--- src/rtl/booth_multiplier_seq_if.sv ---
// booth_multiplier_seq_if
// Start/done handshake and operand/result bus between the control unit and
// the sequential Booth multiplier.
//   master : control unit   (drives start, operands; observes busy/done/product)
//   slave  : multiplier     (observes start, operands; drives busy/done/product)
// Optional macro BOOTH_MUL_UNSIGNED_EN adds the is_unsigned request qualifier.
interface booth_multiplier_seq_if #(
    parameter int WIDTH = 32
);
    logic             start;
    logic [WIDTH-1:0] multiplicand;
    logic [WIDTH-1:0] multiplier;
`ifdef BOOTH_MUL_UNSIGNED_EN
    logic             is_unsigned;
`endif
    logic             busy;
    logic             done;
    logic [WIDTH-1:0] product_hi;
    logic [WIDTH-1:0] product_lo;

    modport master (
        output start, multiplicand, multiplier,
`ifdef BOOTH_MUL_UNSIGNED_EN
        output is_unsigned,
`endif
        input  busy, done, product_hi, product_lo
    );

    modport slave (
        input  start, multiplicand, multiplier,
`ifdef BOOTH_MUL_UNSIGNED_EN
        input  is_unsigned,
`endif
        output busy, done, product_hi, product_lo
    );
endinterface

--- src/rtl/booth_multiplier_seq.sv ---
// booth_multiplier_seq
// Multi-cycle radix-4 Booth multiplier: retires two multiplier bits per clock
// and returns the full 2*WIDTH-bit product as product_hi/product_lo.
// Ports:
//   clock  : system clock, rising edge
//   reset  : synchronous, active-high
//   bus    : booth_multiplier_seq_if.slave (start, multiplicand, multiplier,
//            busy, done, product_hi, product_lo [, is_unsigned])
// Optional macro BOOTH_MUL_UNSIGNED_EN: adds is_unsigned; unsigned requests
// zero-extend the operands and run one extra iteration.
//
// state | meaning
// IDLE  | waiting for start; done pulses here for one cycle after completion
// RUN   | one Booth iteration per clock, count down to terminal count
module booth_multiplier_seq #(
    parameter int WIDTH = 32
) (
    input  logic                 clock,
    input  logic                 reset,
    booth_multiplier_seq_if.slave bus
);
    localparam int AW = WIDTH + 2;
    localparam int CW = $clog2(WIDTH / 2 + 2);

    typedef enum logic {IDLE, RUN} state_t;

    state_t           state;
    logic [AW-1:0]    m_reg;
    logic [AW-1:0]    a_reg;
    // Q carries two extension bits above the multiplier so the unsigned mode
    // has zero digits to recode on its extra iteration.
    logic [AW-1:0]    q_reg;
    logic             q_m1;
    logic [CW-1:0]    count;
    logic             busy_r;
    logic             done_r;
    logic [WIDTH-1:0] hi_r;
    logic [WIDTH-1:0] lo_r;
`ifdef BOOTH_MUL_UNSIGNED_EN
    logic             uns_reg;
`endif

    logic [AW-1:0]    term;
    logic [AW-1:0]    sum;
    logic [2*AW:0]    shifted;
    logic [AW-1:0]    a_nxt;
    logic [AW-1:0]    q_nxt;
    logic             q_m1_nxt;
    logic [WIDTH-1:0] hi_nxt;
    logic [WIDTH-1:0] lo_nxt;

    always_comb begin
        term = '0;
        case ({q_reg[1:0], q_m1})
            3'b001, 3'b010: term = m_reg;
            3'b011:         term = m_reg << 1;
            3'b100:         term = -(m_reg << 1);
            3'b101, 3'b110: term = -m_reg;
            default:        term = '0;
        endcase
        sum     = a_reg + term;
        shifted = $signed({sum, q_reg, q_m1}) >>> 2;
        {a_nxt, q_nxt, q_m1_nxt} = shifted;

        // Signed: the extension bits sit just below A, so the low half is
        // Q[W+1:2]. Unsigned shifts two more places, leaving the product
        // aligned at bit 0 of Q.
        hi_nxt = a_nxt[WIDTH-1:0];
        lo_nxt = q_nxt[AW-1:2];
`ifdef BOOTH_MUL_UNSIGNED_EN
        if (uns_reg) begin
            hi_nxt = {a_nxt[WIDTH-3:0], q_nxt[AW-1:WIDTH]};
            lo_nxt = q_nxt[WIDTH-1:0];
        end
`endif
    end

    always_ff @(posedge clock) begin
        if (reset) begin
            state  <= IDLE;
            m_reg  <= '0;
            a_reg  <= '0;
            q_reg  <= '0;
            q_m1   <= 1'b0;
            count  <= '0;
            busy_r <= 1'b0;
            done_r <= 1'b0;
            hi_r   <= '0;
            lo_r   <= '0;
`ifdef BOOTH_MUL_UNSIGNED_EN
            uns_reg <= 1'b0;
`endif
        end else begin
            case (state)
                IDLE: begin
                    done_r <= 1'b0;
                    if (bus.start) begin
                        a_reg  <= '0;
                        q_m1   <= 1'b0;
                        busy_r <= 1'b1;
                        state  <= RUN;
`ifdef BOOTH_MUL_UNSIGNED_EN
                        uns_reg <= bus.is_unsigned;
                        if (bus.is_unsigned) begin
                            m_reg <= {2'b00, bus.multiplicand};
                            q_reg <= {2'b00, bus.multiplier};
                            count <= CW'(WIDTH / 2 + 1);
                        end else begin
                            m_reg <= {{2{bus.multiplicand[WIDTH-1]}}, bus.multiplicand};
                            q_reg <= {{2{bus.multiplier[WIDTH-1]}}, bus.multiplier};
                            count <= CW'(WIDTH / 2);
                        end
`else
                        m_reg <= {{2{bus.multiplicand[WIDTH-1]}}, bus.multiplicand};
                        q_reg <= {{2{bus.multiplier[WIDTH-1]}}, bus.multiplier};
                        count <= CW'(WIDTH / 2);
`endif
                    end
                end
                RUN: begin
                    a_reg <= a_nxt;
                    q_reg <= q_nxt;
                    q_m1  <= q_m1_nxt;
                    count <= count - 1'b1;
                    if (count == CW'(1)) begin
                        hi_r   <= hi_nxt;
                        lo_r   <= lo_nxt;
                        done_r <= 1'b1;
                        busy_r <= 1'b0;
                        state  <= IDLE;
                    end
                end
                default: state <= IDLE;
            endcase
        end
    end

    assign bus.busy       = busy_r;
    assign bus.done       = done_r;
    assign bus.product_hi = hi_r;
    assign bus.product_lo = lo_r;
endmodule

--- src/flat_wrapper.sv ---
// flat-port wrapper written by rule: the top's interface ports become plain ports
module booth_multiplier_seq_flat 
#(
    parameter int WIDTH = 32
)
  (clock, reset, bus_start, bus_multiplicand, bus_multiplier, bus_busy, bus_done, bus_product_hi, bus_product_lo);
  booth_multiplier_seq_if #(.WIDTH(WIDTH)) bus_i ();
  input  logic clock;
  input  logic reset;
  input wire logic [$bits(bus_i.start)-1:0] bus_start;
  input wire logic [$bits(bus_i.multiplicand)-1:0] bus_multiplicand;
  input wire logic [$bits(bus_i.multiplier)-1:0] bus_multiplier;
  output wire logic [$bits(bus_i.busy)-1:0] bus_busy;
  output wire logic [$bits(bus_i.done)-1:0] bus_done;
  output wire logic [$bits(bus_i.product_hi)-1:0] bus_product_hi;
  output wire logic [$bits(bus_i.product_lo)-1:0] bus_product_lo;
  assign bus_i.start = bus_start;
  assign bus_i.multiplicand = bus_multiplicand;
  assign bus_i.multiplier = bus_multiplier;
  assign bus_busy = bus_i.busy;
  assign bus_done = bus_i.done;
  assign bus_product_hi = bus_i.product_hi;
  assign bus_product_lo = bus_i.product_lo;
  booth_multiplier_seq #(.WIDTH(WIDTH)) u_core (.clock(clock), .reset(reset), .bus(bus_i));
endmodule
--- config.mk ---
export PLATFORM = sky130hd
export DESIGN_NAME = booth_multiplier_seq_flat
export DESIGN_NICKNAME = d
export VERILOG_FILES = /design/src/rtl/booth_multiplier_seq_if.sv /design/src/rtl/booth_multiplier_seq.sv /design/src/flat_wrapper.sv
export SDC_FILE = /design/constraint.sdc
export NUM_CORES = 1
export LEC_CHECK = 0
export ABC_AREA = 1
export CAP_MARGIN = 25
export CELL_PAD_IN_SITES_DETAIL_PLACEMENT = 0
export CELL_PAD_IN_SITES_GLOBAL_PLACEMENT = 2
export CORE_ASPECT_RATIO = 2
export CORE_MARGIN = 2
export CORE_UTILIZATION = 31
export DETAILED_ROUTE_END_ITERATION = 10
export PLACE_DENSITY = 0.89
export RECOVER_POWER = 50
export SETUP_SLACK_MARGIN = 0.1
export SYNTH_ARGS = -nofsm -noshare
export SYNTH_HDL_FRONTEND = slang
export SYNTH_SLANG_ARGS = --single-unit
--- constraint.sdc ---
create_clock -name clock -period 4.2 [get_ports clock]
set_clock_uncertainty 0.1 [all_clocks]
set_input_delay 0.84 -clock clock [delete_from_list [all_inputs] [get_ports clock]]
set_output_delay 0.84 -clock clock [all_outputs]
set_load 0.005 [all_outputs]
# Word level (Yosys, flattened, before mapping)
# Cells that the tools add are included.
word_totals:
  register_bits: 173
  inputBits: 67
  out_inout_bits: 66
  word_cells: 46
op_classes:
  add_sub_neg: 4
  n_eq_ne: 9
  mux: 17
  bitwise: 1
  n_reduce_logical: 5
ops:
  columns: ["operator", "n"]
  rows:
  - ["$pmux W34 S2", 2]
  - ["$pmux W34 S4", 1]
  - ["$mux W34", 2]
  - ["$neg A34 Y34", 2]
  - ["$add A34 B34 Y34", 1]
  - ["$pmux W5 S2", 1]
  - ["$eq A3 B3 Y1 const B", 3]
  - ["$pmux W1 S2", 4]
  - ["$eq A3 B2 Y1 const B", 2]
  - ["$mux W1", 6]
  - ["$reduce_and A2 Y1", 3]
  - ["$eq A5 B1 Y1 const B", 1]
  - ["$mux W5", 1]
  - ["$sub A5 B1 Y5 const B", 1]
  - ["$ne A2 B2 Y1 const B", 2]
  - ["$reduce_or A2 Y1", 2]
  - ["$eq A3 B1 Y1 const B", 1]
  - ["$not A1 Y1", 1]

# Logic depth before layout (Yosys ltp)
# Gate-level depths: netlist of run 1.
depth:
  depth_word: 5
  ltp_mapped: 26
  depth_no_buf: 26

# Worst setup path before layout of run 1
# Ideal clock, no wire load.
synth_path:
  path_type: "reg-to-reg"
  start: "register u_core.m_reg[1]"
  end: "register u_core.a_reg[32]"
  setup_time_ps: 113
  arrival_ps: 2828
  required_ps: 3987
  slack_ps: 1159
  path_stages_with_launch: 20
  path_buffers: 0
  synth_period_minus_slack_ps: 3041
  cell_sequence: "dfxtp_1 -> inv_1 -> ha_1 -> nand2_2 -> nor2_2 -> nand2_2 -> nor2_4 -> xor2_1 -> inv_1 -> a221o_1 -> ha_1 -> nand2_1 -> nor2_1 -> nand4_1 -> nor3_1 -> nand3_1 -> nand3_1 -> nand3_1 -> nand3_1 -> nand2_1"
synth_via:
  elab_chain_len: 4
  word_cells_on_any_way: 5
  cone_classes: "add/sub: 3; mux: 2"
synth_rtl:
  columns: ["element", "line", "text"]
  rows:
  - ["start, declared", "booth_multiplier_seq.sv:28", "logic [AW-1:0] m_reg;"]
  - ["start signal, assigned", "booth_multiplier_seq.sv:114", "m_reg <= {{2{bus.multiplicand[WIDTH-1]}}, bus.multiplicand};"]
  - ["$neg A34 Y34, on equally long branches", "booth_multiplier_seq.sv:58, booth_multiplier_seq.sv:57", null]
  - ["$pmux W34 S4 (*)", "booth_multiplier_seq.sv:54", "case ({q_reg[1:0], q_m1})"]
  - ["$add A34 B34 Y34 (*)", "booth_multiplier_seq.sv:61", "sum = a_reg + term;"]
  - ["$pmux W34 S2 (*)", "booth_multiplier_seq.sv:94", "case (state)"]
  - ["end signal, assigned", "booth_multiplier_seq.sv:121", "a_reg <= a_nxt;"]
  - ["end, declared", "booth_multiplier_seq.sv:29", "logic [AW-1:0] a_reg;"]
# Every way passes the cells marked *; elsewhere a longest branch is shown, timed or not.
# A chain may end at the register's enable or synchronous reset.

# Worst setup path after layout of run 1
layout_path:
  start: "register u_core.q_reg[0]"
  end: "register u_core.a_reg[9]"
layout_via:
  elab_chain_len: 5
  word_cells_on_any_way: 11
  cone_classes: "add/sub: 1; eq/ne: 6; mux: 2; reduce/logical: 2"
layout_rtl:
  columns: ["element", "line", "text"]
  rows:
  - ["start, declared", "booth_multiplier_seq.sv:32", "logic [AW-1:0] q_reg;"]
  - ["start signal, assigned", "booth_multiplier_seq.sv:115", "q_reg <= {{2{bus.multiplier[WIDTH-1]}}, bus.multiplier};"]
  - ["start signal, assigned", "booth_multiplier_seq.sv:122", "q_reg <= q_nxt;"]
  - ["$eq A3 B3 Y1, or another cell as far along", "booth_multiplier_seq.sv:54", null]
  - ["$reduce_or A2 Y1", "booth_multiplier_seq.sv:54", null]
  - ["$pmux W34 S4 (*)", "booth_multiplier_seq.sv:54", null]
  - ["$add A34 B34 Y34 (*)", "booth_multiplier_seq.sv:61", null]
  - ["$pmux W34 S2 (*)", "booth_multiplier_seq.sv:94", null]
# Marked as above.

==> run metrics, run 1 <==
status finished, violations left; failing checks max-capacitance violations, max-slew violations; Synth-to-Final Area Change 23.90%; CTS buffer count 17; CP startpoint kind flip-flop; final hold vios 0; commonest non-fill, non-tap cell in the layout nand2_1; CP required 4.43 ns; CP delay by family, top simple AND/OR/NAND/NOR gates; Core Box Area 32000 um2; fin crit share 91.22%; mux cell area share after synthesis 0%; Yosys cell types 50; remaining antenna violation count after routing 0; area of the multi-input gates 5708 um2; Syn Std Cell Area 9985 um2; gr ovfl total 0; share of post-route cells with drive strength above 1 7.455%; WP data arrival 4.06 ns; filler cell count 3511; via count 10330; root buffer cell clkbuf_16; largest net degree at the start of global routing 53; actual slew at the worst max-slew pin 1.602 ns; Area contributors post-synth dfxtp_1, nand2_1, inv_1; most used cell, CP nand2_1; main combinational cell family by area after synthesis simple AND/OR/NAND/NOR gates; slowest CP cell nor2_2; Most used DFF post-synth dfxtp_1; Post-Synth Simple-Gate Area 32.12%; TritonRoute pass-1 iters 5; Hold-fix buffers, CTS 0; placed cell count 2015; number of synthesized flops with an enable pin 0; clk slew on worst S/H paths 0.07 ns; Synth Area in Adders 4.712%; critical path type flip-flop to flip-flop; # H-tree levels 4; wire per inst 18.84 um; worst-path fanout max 10; total power 4.080 mW; asr flop ratio synth 0%; Cells after Synth 1493; Crit path buffers/inverters 2; CP max stage delay 0.42 ns; Leak Pwr 5.560 nW; crit-path cells or2_1, nand2_1, nor2_2, inv_1, buf_4, o22ai_1, a21oi_1, o21ai_0, ha_1, a21oi_2, nor2_1, nor2_1, nand2_1, nand2_1, nand2_1, xnor2_1, or2_1, a21oi_1; unrepaired setup endpoints after global routing no; Avg Cell Area, Syn 6.688 um2; count of final setup violators 0; Longest Clk Path Bufs 2; Synth Area in XOR/XNOR 2.982%; Mapped Nets 1597; Seq/Total Area, Yosys 34.29%; initial antenna violation count 0; Die Y 257.8 um; vias in the first global route 10440; Seq cells post-synth 171; Total GRT Usage 23.48%; DR vias/cell 5.038; Slew HR -6.821%; die area 33750 um2; CP Capture Type flip-flop; Worst Hold Class flip-flop to flip-flop; Die X 130.9 um; CTS tree yes; io pins 133; maximum VDD drop 0.2853 mV; Detailed Route WL 38620 um; global-route wire length before repair 58790 um; Initial Utilization 31.20%; Final Non-Filler Cells 2050; final net count 1714; area fraction of the dominant cell type after synthesis 34.29%; Ant. Diodes 0; Tmin final 3.831 ns; Slew Limit Fails 34; # DRC 0; commonest non-fill, non-tap cells in the layout nand2_1, dfxtp_1, inv_1, nand3_1, a21oi_1; hpwl dp 30050 um; fmax 0.2610 GHz; initial DRC count 641; # clock sinks 171; Placer Congestion 0.9222; max-cap violation count 1; # rows 93; Largest register FFs 34; PD cells 329.8 nW/um2; leading area contributor after synthesis dfxtp_1; FF+latch area 3425 um2; Clock Latency Late Sink 0.46 ns; port bufs 132; Synth warnings 0; Synth Area in Compound Gates 16.93%
[final timing paths]
path,cells after the start,slack (ns),start,to
max,18,0.37,u_core.q_reg[0],u_core.a_reg[9]
min,2,0.35,u_core.bus.product_hi[22],u_core.bus.product_hi[22]
min reg2reg,2,0.35,u_core.bus.product_hi[22],u_core.bus.product_hi[22]
max reg2reg,18,0.37,u_core.q_reg[0],u_core.a_reg[9]
[final cells by class]
type                       instances  area share, %
timing repair buffer             156          12.11
tap                              427          4.319
inverter                         174          5.280
multi-input combinational       1090          46.14
sequential                       171          27.68
clock inverter                    12         0.9406
clock buffer                      20          3.530
[routing by layer]
metal	GRT usage (%)	wire length, um	up-vias
met5	0	0	-
met4	16.40	2906	0
met3	3.377	1201	92
met2	45.02	21500	275
met1	21.88	13020	4798
li1	-	-	5163
[repair_timing]
| item | CTS | global route |
|---|---|---|
| endpoints found under the hold margin | 0 | 0 |
| gates resized for setup | 1 | 6 |
| setup buffers | 0 | 3 |
| pin swaps | 0 | 1 |
| endpoints found under the setup margin | 3 | 25 |
[cells in the mapped netlist, types with 3 or more instances]
cell type / instances
a21oi_1: 98
a21oi_2: 4
a221o_1: 4
a22o_1: 18
a22oi_1: 9
a31oi_1: 3
a32o_1: 8
buf_1: 6
buf_2: 14
clkbuf_1: 36
clkinv_1: 3
dfxtp_1: 171
ha_1: 36
inv_1: 150
inv_2: 21
nand2_1: 446
nand2_2: 14
nand3_1: 104
nand3_2: 3
nand3b_1: 9
nand4_1: 26
nor2_1: 101
nor2_2: 8
nor2_4: 3
nor3_1: 17
o2111ai_1: 9
o21ai_0: 70
o21ai_1: 15
o21bai_1: 4
o221ai_1: 11
o22ai_1: 9
or2_1: 6
or2_2: 3
xnor2_1: 4
xor2_1: 30
[logic make-up after synthesis]
| group | after synthesis |
|---|---|
| compound gates | 275 |
| xor+xnor | 34 |
| fa+ha+maj | 37 |
| buf+inv | 232 |
| flops | 171 |
| simple gates | 744 |
[metrics by stage]
step	instance area [um2]	hold slack, ns	utilization (%)	TNS (ns)	setup WS [ns]
after floorplan	9985	0.3470	-	0	1.159
after global placement	11800	0.3378	36.88	-0.03094	-0.01610
after detailed placement	11800	0.3394	36.88	0	0.06127
after CTS	12360	0.3534	38.61	0	0.1419
after global routing	12370	0.3607	38.66	0	0.1122
final	12370	0.3465	38.66	0	0.3687
[worst register-to-register path: cells and delay by family, from the launching register on]
kind | cells | cell delay, ns
AOI/OAI and AO/OA | 5 | 0.79
xor gates and xnor gates | 1 | 0.29
adders and majority gates | 1 | 0.41
buffers and inverters | 2 | 0.33
DFF | 1 | 0.40
and+or+nand+nor | 9 | 1.41
[report_power, final]
part           internal, mW  switching (mW)  total [mW]
Combinational         0.266           0.509       0.775
Clock                 0.822           0.729        1.55
Sequential             1.69          0.0643        1.75
Total                  2.78            1.30        4.08
No activity file was read; power rests on OpenSTA's default activity.
==> run 2: changes to the inputs <==
--- a/config.mk
+++ b/config.mk
@@ -10,12 +10,12 @@
 export CELL_PAD_IN_SITES_DETAIL_PLACEMENT = 0
 export CELL_PAD_IN_SITES_GLOBAL_PLACEMENT = 2
 export CORE_ASPECT_RATIO = 2
-export CORE_MARGIN = 2
+export CORE_MARGIN = 8
 export CORE_UTILIZATION = 31
 export DETAILED_ROUTE_END_ITERATION = 10
 export PLACE_DENSITY = 0.89
 export RECOVER_POWER = 50
-export SETUP_SLACK_MARGIN = 0.1
+export SETUP_SLACK_MARGIN = 0.15
 export SYNTH_ARGS = -nofsm -noshare
 export SYNTH_HDL_FRONTEND = slang
 export SYNTH_SLANG_ARGS = --single-unit
==> run 2 against run 1 <==
Compared with the run above:
- the flow still finishes with violations (max-capacitance violations, max-slew violations)
- design area grew 0.75%
- die area up 14%
- utilization grew 0.29 points
- critical path depth is the same
- first-iteration DRC count fell by 28%
==> run metrics, run 2 (synthesized netlist as in run 1, its figures left out) <==
Ant. Diodes 0 (unchanged); actual slew at the worst max-slew pin 1.946 ns (was 1.602 ns); placed cell count 2018 (was 2015); port bufs 132 (unchanged); FF-to-FF End u_core.a_reg[10] (was u_core.a_reg[9]); Worst Hold Slack 0.3493 ns (was 0.3465 ns); hold path cells 2 (unchanged); Clk pwr share 39.9% (was 38.0%); Switch Pwr 1.306 mW (was 1.303 mW); Largest register FFs 34 (unchanged); sequential power share 41.5% (was 43.0%); Slew Limit Fails 31 (was 34); hpwl dp 30510 um (was 30050 um); R2R setup slack 0.34 ns (was 0.37 ns); Hold-fix buffers, CTS 0 (unchanged); met3 WL 1441 um (was 1201 um); CTS buffer count 17 (unchanged); met2 wire length 21860 um (was 21500 um); TritonRoute pass-1 iters 5 (unchanged); Synth-to-Final Area Change 24.82% (was 23.90%); via count 10350 (was 10330); initial antenna violation count 0 (unchanged); clk slew on worst S/H paths 0.07 ns (about the same); Placer Congestion 0.9462 (was 0.9222); Die X 142.9 um (was 130.9 um); Core Box Area 32000 um2 (unchanged); CP endpoint u_core.a_reg[10] (was u_core.a_reg[9]); P_int 2.914 mW (was 2.778 mW); worst-path fanout max 5 (was 10); failing checks max-capacitance violations, max-slew violations (unchanged); CTS tree yes (unchanged); Slew HR -29.74% (was -6.821%); Worst Hold Class flip-flop to flip-flop (unchanged); # H-tree levels 4 (unchanged); unrepaired setup endpoints after global routing no (unchanged); fmax 0.2594 GHz (was 0.2610 GHz); # clock sinks 171 (unchanged); max-cap violation count 1 (unchanged); CP Capture Type flip-flop (unchanged); filler cell count 3484 (was 3511); commonest non-fill, non-tap cells in the layout nand2_1, dfxtp_1, inv_1, nand3_1, a21oi_1 (unchanged); FF+latch area 3425 um2 (unchanged); combinational cell fraction of total power 18.6% (was 19.0%); status finished, violations left (unchanged); die area 38560 um2 (was 33750 um2); remaining antenna violation count after routing 0 (unchanged); Leak Pwr 5.664 nW (was 5.560 nW); io pins 133 (unchanged); global-route wire length before repair 58230 um (was 58790 um); PD cells 338.6 nW/um2 (was 329.8 nW/um2); initial DRC count 463 (was 641); gr ovfl total 0 (unchanged); final net count 1717 (was 1714); largest net degree at the start of global routing 57 (was 53); Setup TNS 0 ns (unchanged); root buffer cell clkbuf_16 (unchanged); DR top layer met4 (unchanged); Longest Clk Path Bufs 2 (unchanged); Clock Latency Late Sink 0.46 ns (about the same); WP data arrival 4.01 ns (was 4.06 ns); final hold vios 0 (unchanged); CP required 4.36 ns (was 4.43 ns); DR vias/cell 5.043 (was 5.038); Tmin final 3.855 ns (was 3.831 ns); # rows 93 (unchanged); Final Non-Filler Cells 2053 (was 2050); area of the multi-input gates 5737 um2 (was 5708 um2); maximum VDD drop 0.2834 mV (was 0.2853 mV); count of final setup violators 0 (unchanged); Detailed Route WL 38780 um (was 38620 um); Worst Reg-to-Reg Cells 18 (unchanged); # DRC 0 (unchanged); vias in the first global route 10450 (was 10440); switching share of total power 30.94% (was 31.92%); critical path type flip-flop to flip-flop (unchanged); Initial Utilization 31.20% (unchanged); share of post-route cells with drive strength above 1 7.995% (was 7.455%); Total GRT Usage 20.11% (was 23.48%); CP startpoint kind flip-flop (unchanged); fin crit share 91.79% (was 91.22%); M1 wire length 12780 um (was 13020 um); wire per inst 18.89 um (was 18.84 um); Setup crit start u_core.m_reg[1] (was u_core.q_reg[0]); Die Y 269.8 um (was 257.8 um); commonest non-fill, non-tap cell in the layout nand2_1 (unchanged); RR Startpoint u_core.m_reg[1] (was u_core.q_reg[0])
-- run 2: changes by cell type in the layout (fill, tap and decap cells not counted), sizes merged --
cell and change:
dlygate4sd3 +19, clkinvlp +2, inv -1, clkdlybuf4s50 -19, buf +2, bufinv +2, clkinv -2
-- run 2: layout make-up --
class,count,area share [%]
Clock buffer,19,3.554
Clock inverter,13,1.335
Inverter,174,5.240
Multi-Input combinational cell,1090,46.03
Sequential cell,171,27.48
Tap cell,427,4.287
Timing Repair Buffer,159,12.08
-- run 2: critical path, cell delays in order (launching register included) --
cell and delay [ns]:
dfxtp_1 0.33, inv_1 0.13, ha_1 0.23, nand2_2 0.09, nor2_2 0.14, nand2_2 0.11, nor2_4 0.19, xor2_2 0.22
inv_1 0.06, a221o_1 0.30, ha_1 0.38, a21o_1 0.27, nor2_1 0.22, nand2_2 0.15, nand2_2 0.09, nand2_2 0.08
xnor2_1 0.34, or2_1 0.17, a21oi_2 0.05
-- run 2: metal layers --
| metal | global-route usage, % | vias up |
|---|---|---|
| met3 | 3.576 | 91 |
| met1 | 17.56 | 4841 |
| met5 | 0 | - |
| met4 | 14.68 | 0 |
| met2 | 39.08 | 268 |
| li1 | - | 5153 |
-- run 2: per-stage QoR --
| stage | total power, mW | util [%] | cell area (um2) | worst slack (ns) |
|---|---|---|---|---|
| final | 4.220 | 38.95 | 12460 | 0.3447 |
| after global routing | 4.394 | 38.95 | 12460 | 0.1258 |
| after CTS | 4.275 | 38.81 | 12420 | 0.1589 |
| after detailed placement | 2.576 | 36.91 | 11810 | 0.1754 |
| after global placement | 2.576 | 36.91 | 11810 | 0.1978 |
| after floorplan | 2.250 | - | 9985 | 1.159 |
-- run 2: power by group through the flow --
stage	Combinational, mW	Clock, mW	Sequential [mW]
after CTS	0.792	1.73	1.75
after floorplan	0.483	0	1.77
after global routing	0.863	1.77	1.76
after global placement	0.787	0	1.79
after detailed placement	0.787	0	1.79
final	0.784	1.68	1.75
-- run 2: how the worst min path moves through the flow --
| stage | from | endpoint | slack (ns) |
|---|---|---|---|
| 2_1_floorplan | u_core.bus.done | u_core.bus.done | 0.35 |
| 3_3_place_gp | u_core.bus.product_hi[14] | u_core.bus.product_hi[14] | 0.34 |
| 3_5_place_dp | u_core.bus.product_hi[26] | u_core.bus.product_hi[26] | 0.34 |
| 4_1_cts | u_core.bus.product_hi[14] | u_core.bus.product_hi[14] | 0.36 |
| 5_1_grt | u_core.bus.product_hi[23] | u_core.bus.product_hi[23] | 0.37 |
| 6_report | u_core.bus.product_hi[24] | u_core.bus.product_hi[24] | 0.35 |
-- run 2: timing repair --
action / CTS / global route
setup buffers: 0 / 3
resized for setup: 0 / 10
endpoints found under the setup margin: 0 / 34
==> run 3: changes to the inputs <==
--- a/config.mk
+++ b/config.mk
@@ -9,7 +9,6 @@
 export CAP_MARGIN = 25
 export CELL_PAD_IN_SITES_DETAIL_PLACEMENT = 0
 export CELL_PAD_IN_SITES_GLOBAL_PLACEMENT = 2
-export CORE_ASPECT_RATIO = 2
 export CORE_MARGIN = 8
 export CORE_UTILIZATION = 31
 export DETAILED_ROUTE_END_ITERATION = 10
==> run 3 against run 2 <==
Compared with the run above:
- the run still ends with max-capacitance violations, max-slew violations left
- clock power fell by 7%
- hold slack got worse by 0.0038 ns
- count of clock-buffer cells in the layout did not move
- combinational power fell by 5.6%
- sequential share of layout area rose by 0.27 points
- maximum frequency rose by 0.57%
- largest cell class unchanged
==> run metrics, run 3 (synthesized netlist as in run 1, its figures left out) <==
Detailed Route WL 35310 um (was 38780 um); Die X 195.5 um (was 142.9 um); port bufs 132 (unchanged); status finished, violations left (unchanged); CP max stage delay 0.44 ns (was 0.38 ns); CTS buffer count 17 (unchanged); Clock Latency Late Sink 0.45 ns (was 0.46 ns); # DRC 0 (unchanged); actual slew at the worst max-slew pin 2.490 ns (was 1.946 ns); Worst Reg-to-Reg Cells 18 (unchanged); failing checks max-capacitance violations, max-slew violations (unchanged); Ant. Diodes 0 (unchanged); Initial Utilization 31.56% (was 31.20%); RR Startpoint u_core.q_reg[0] (was u_core.m_reg[1]); Hold Crit Start u_core.bus.product_hi[25] (was u_core.bus.product_hi[24]); Synth-to-Final Area Change 23.61% (was 24.82%); Core Box Area 31640 um2 (was 32000 um2); worst-path fanout max 9 (was 5); Tmin final 3.834 ns (was 3.855 ns); WP data arrival 3.98 ns (was 4.01 ns); Finished Cell Area 12340 um2 (was 12460 um2); CTS tree yes (unchanged); DR vias/cell 5.022 (was 5.043); CP required 4.35 ns (was 4.36 ns); max-cap violation count 2 (was 1); # H-tree levels 4 (unchanged); WHS Endpoint u_core.bus.product_hi[25] (was u_core.bus.product_hi[24]); Slew Limit Fails 100 (was 31); count of final setup violators 0 (unchanged); vias in the first global route 10090 (was 10450); initial antenna violation count 2 (was 0); slowest CP cell nor2_2 (was ha_1); io pins 133 (unchanged); CP startpoint kind flip-flop (unchanged); commonest non-fill, non-tap cells in the layout nand2_1, dfxtp_1, inv_1, nand3_1 (was nand2_1, dfxtp_1, inv_1, nand3_1, a21oi_1); via count 10150 (was 10350); clk slew on worst S/H paths 0.07 ns (about the same); Crit path buffers/inverters 3 (was 2); share of post-route cells with drive strength above 1 7.536% (was 7.995%); wire per inst 17.47 um (was 18.89 um); TritonRoute pass-1 iters 5 (unchanged); Largest register FFs 34 (unchanged); Total GRT Usage 18.07% (was 20.11%); final hold vios 0 (unchanged); commonest non-fill, non-tap cell in the layout nand2_1 (unchanged); Placed Area 11750 um2 (was 11810 um2); maximum VDD drop 0.2702 mV (was 0.2834 mV); Worst Hold Class flip-flop to flip-flop (unchanged); critical path type flip-flop to flip-flop (unchanged); CP delay by family, top simple AND/OR/NAND/NOR gates (unchanged); R2R setup slack 0.37 ns (was 0.34 ns); Setup TNS 0 ns (unchanged); crit-path cells or2_1, nand2_1, nor2_2, clkinvlp_4, buf_4, buf_12, o22ai_1, a221o_1, ha_1, a21oi_1, nor2_1, nor2_1, nand2_2, nand2_2, nand2_2, xnor2_1, or2_1, a21oi_2 (was inv_1, ha_1, nand2_2, nor2_2, nand2_2, nor2_4, xor2_2, inv_1, a221o_1, ha_1, a21o_1, nor2_1, nand2_2, nand2_2, nand2_2, xnor2_1, or2_1, a21oi_2); largest net degree at the start of global routing 68 (was 57); Longest Clk Path Bufs 2 (unchanged); die area 38210 um2 (was 38560 um2); Leak Pwr 5.539 nW (was 5.664 nW); PD cells 328.2 nW/um2 (was 338.6 nW/um2); # clock sinks 171 (unchanged); most used cell, CP nand2_2 (unchanged); initial DRC count 635 (was 463); CP Capture Type flip-flop (unchanged); fmax 0.2609 GHz (was 0.2594 GHz); fin crit share 91.28% (was 91.79%); Placer Congestion 0.9154 (was 0.9462); remaining antenna violation count after routing 0 (unchanged); Die Y 195.5 um (was 269.8 um); FF-to-FF End u_core.a_reg[10] (unchanged); global-route wire length before repair 55010 um (was 58230 um); gr ovfl total 0 (unchanged); unrepaired setup endpoints after global routing yes (was no); hold path cells 2 (unchanged); root buffer cell clkbuf_16 (unchanged); hpwl dp 26820 um (was 30510 um); final net count 1711 (was 1717); Slew HR -65.97% (was -29.74%); # rows 65 (was 93)
run 3: where the power goes:
group          internal (mW)  leakage [nW]  switching [mW]
combinational          0.263          3.87           0.478
clock                  0.807         0.278           0.755
sequential              1.69          1.39          0.0584
total                   2.76          5.54            1.29
run 3: tightest hold or removal path, delay by kind of cell (launching register included):
family,cells,cell delay (ns)
simple gates,2,0.10
flops,1,0.30
run 3: stage by stage:
step           utilization [%]  hold WS [ns]  power, mW  std cells  worst slack (ns)
2_1_floorplan                -        0.3470      2.250       1493             1.159
3_3_place_gp             37.14        0.3354      2.524       1986            0.4143
3_5_place_dp             37.14        0.3401      2.523       1986            0.3678
4_1_cts                  38.91        0.3538      4.096       2017            0.3477
5_1_grt                  39.01        0.3747      4.240       2021           0.08456
6_report                 39.01        0.3455      4.050       2021            0.3664
run 3: area by class of cell:
cell class                      instances  area [um2]
Clock buffer                           19       452.9
Clock inverter                         12       106.4
Fill cell                            3376       19290
Inverter                              174       656.9
Multi-Input combinational cell       1090        5707
Sequential cell                       171        3425
Tap cell                              402       503.0
Timing Repair Buffer                  153        1491
run 3: metal layers:
layer | track usage (%) | vias up | wire length (um)
met3 | 5.055 | 42 | 2065
met1 | 21.98 | 4719 | 15770
met2 | 30.61 | 231 | 16700
li1 | - | 5153 | -
met5 | 0 | - | 19
met4 | 5.334 | 4 | 753
run 3: worst max path at each step:
stage | startpoint | endpoint | slack, ns | cells past startpoint
floorplan | u_core.m_reg[1] | u_core.a_reg[32] | 1.16 | 19
global route | u_core.m_reg[0] | u_core.a_reg[17] | 0.08 | 23
detailed placement | u_core.m_reg[0] | u_core.a_reg[17] | 0.37 | 23
CTS | u_core.m_reg[0] | u_core.a_reg[17] | 0.35 | 23
global placement | u_core.m_reg[0] | u_core.a_reg[15] | 0.41 | 20
finish | u_core.q_reg[0] | u_core.a_reg[10] | 0.37 | 18
run 3: timing repair:
action                     in CTS  in global routing
hold buffers                    0                  0
setup buffers                   0                  4
setup endpoints to repair       0                 10
resized for setup               0                  4
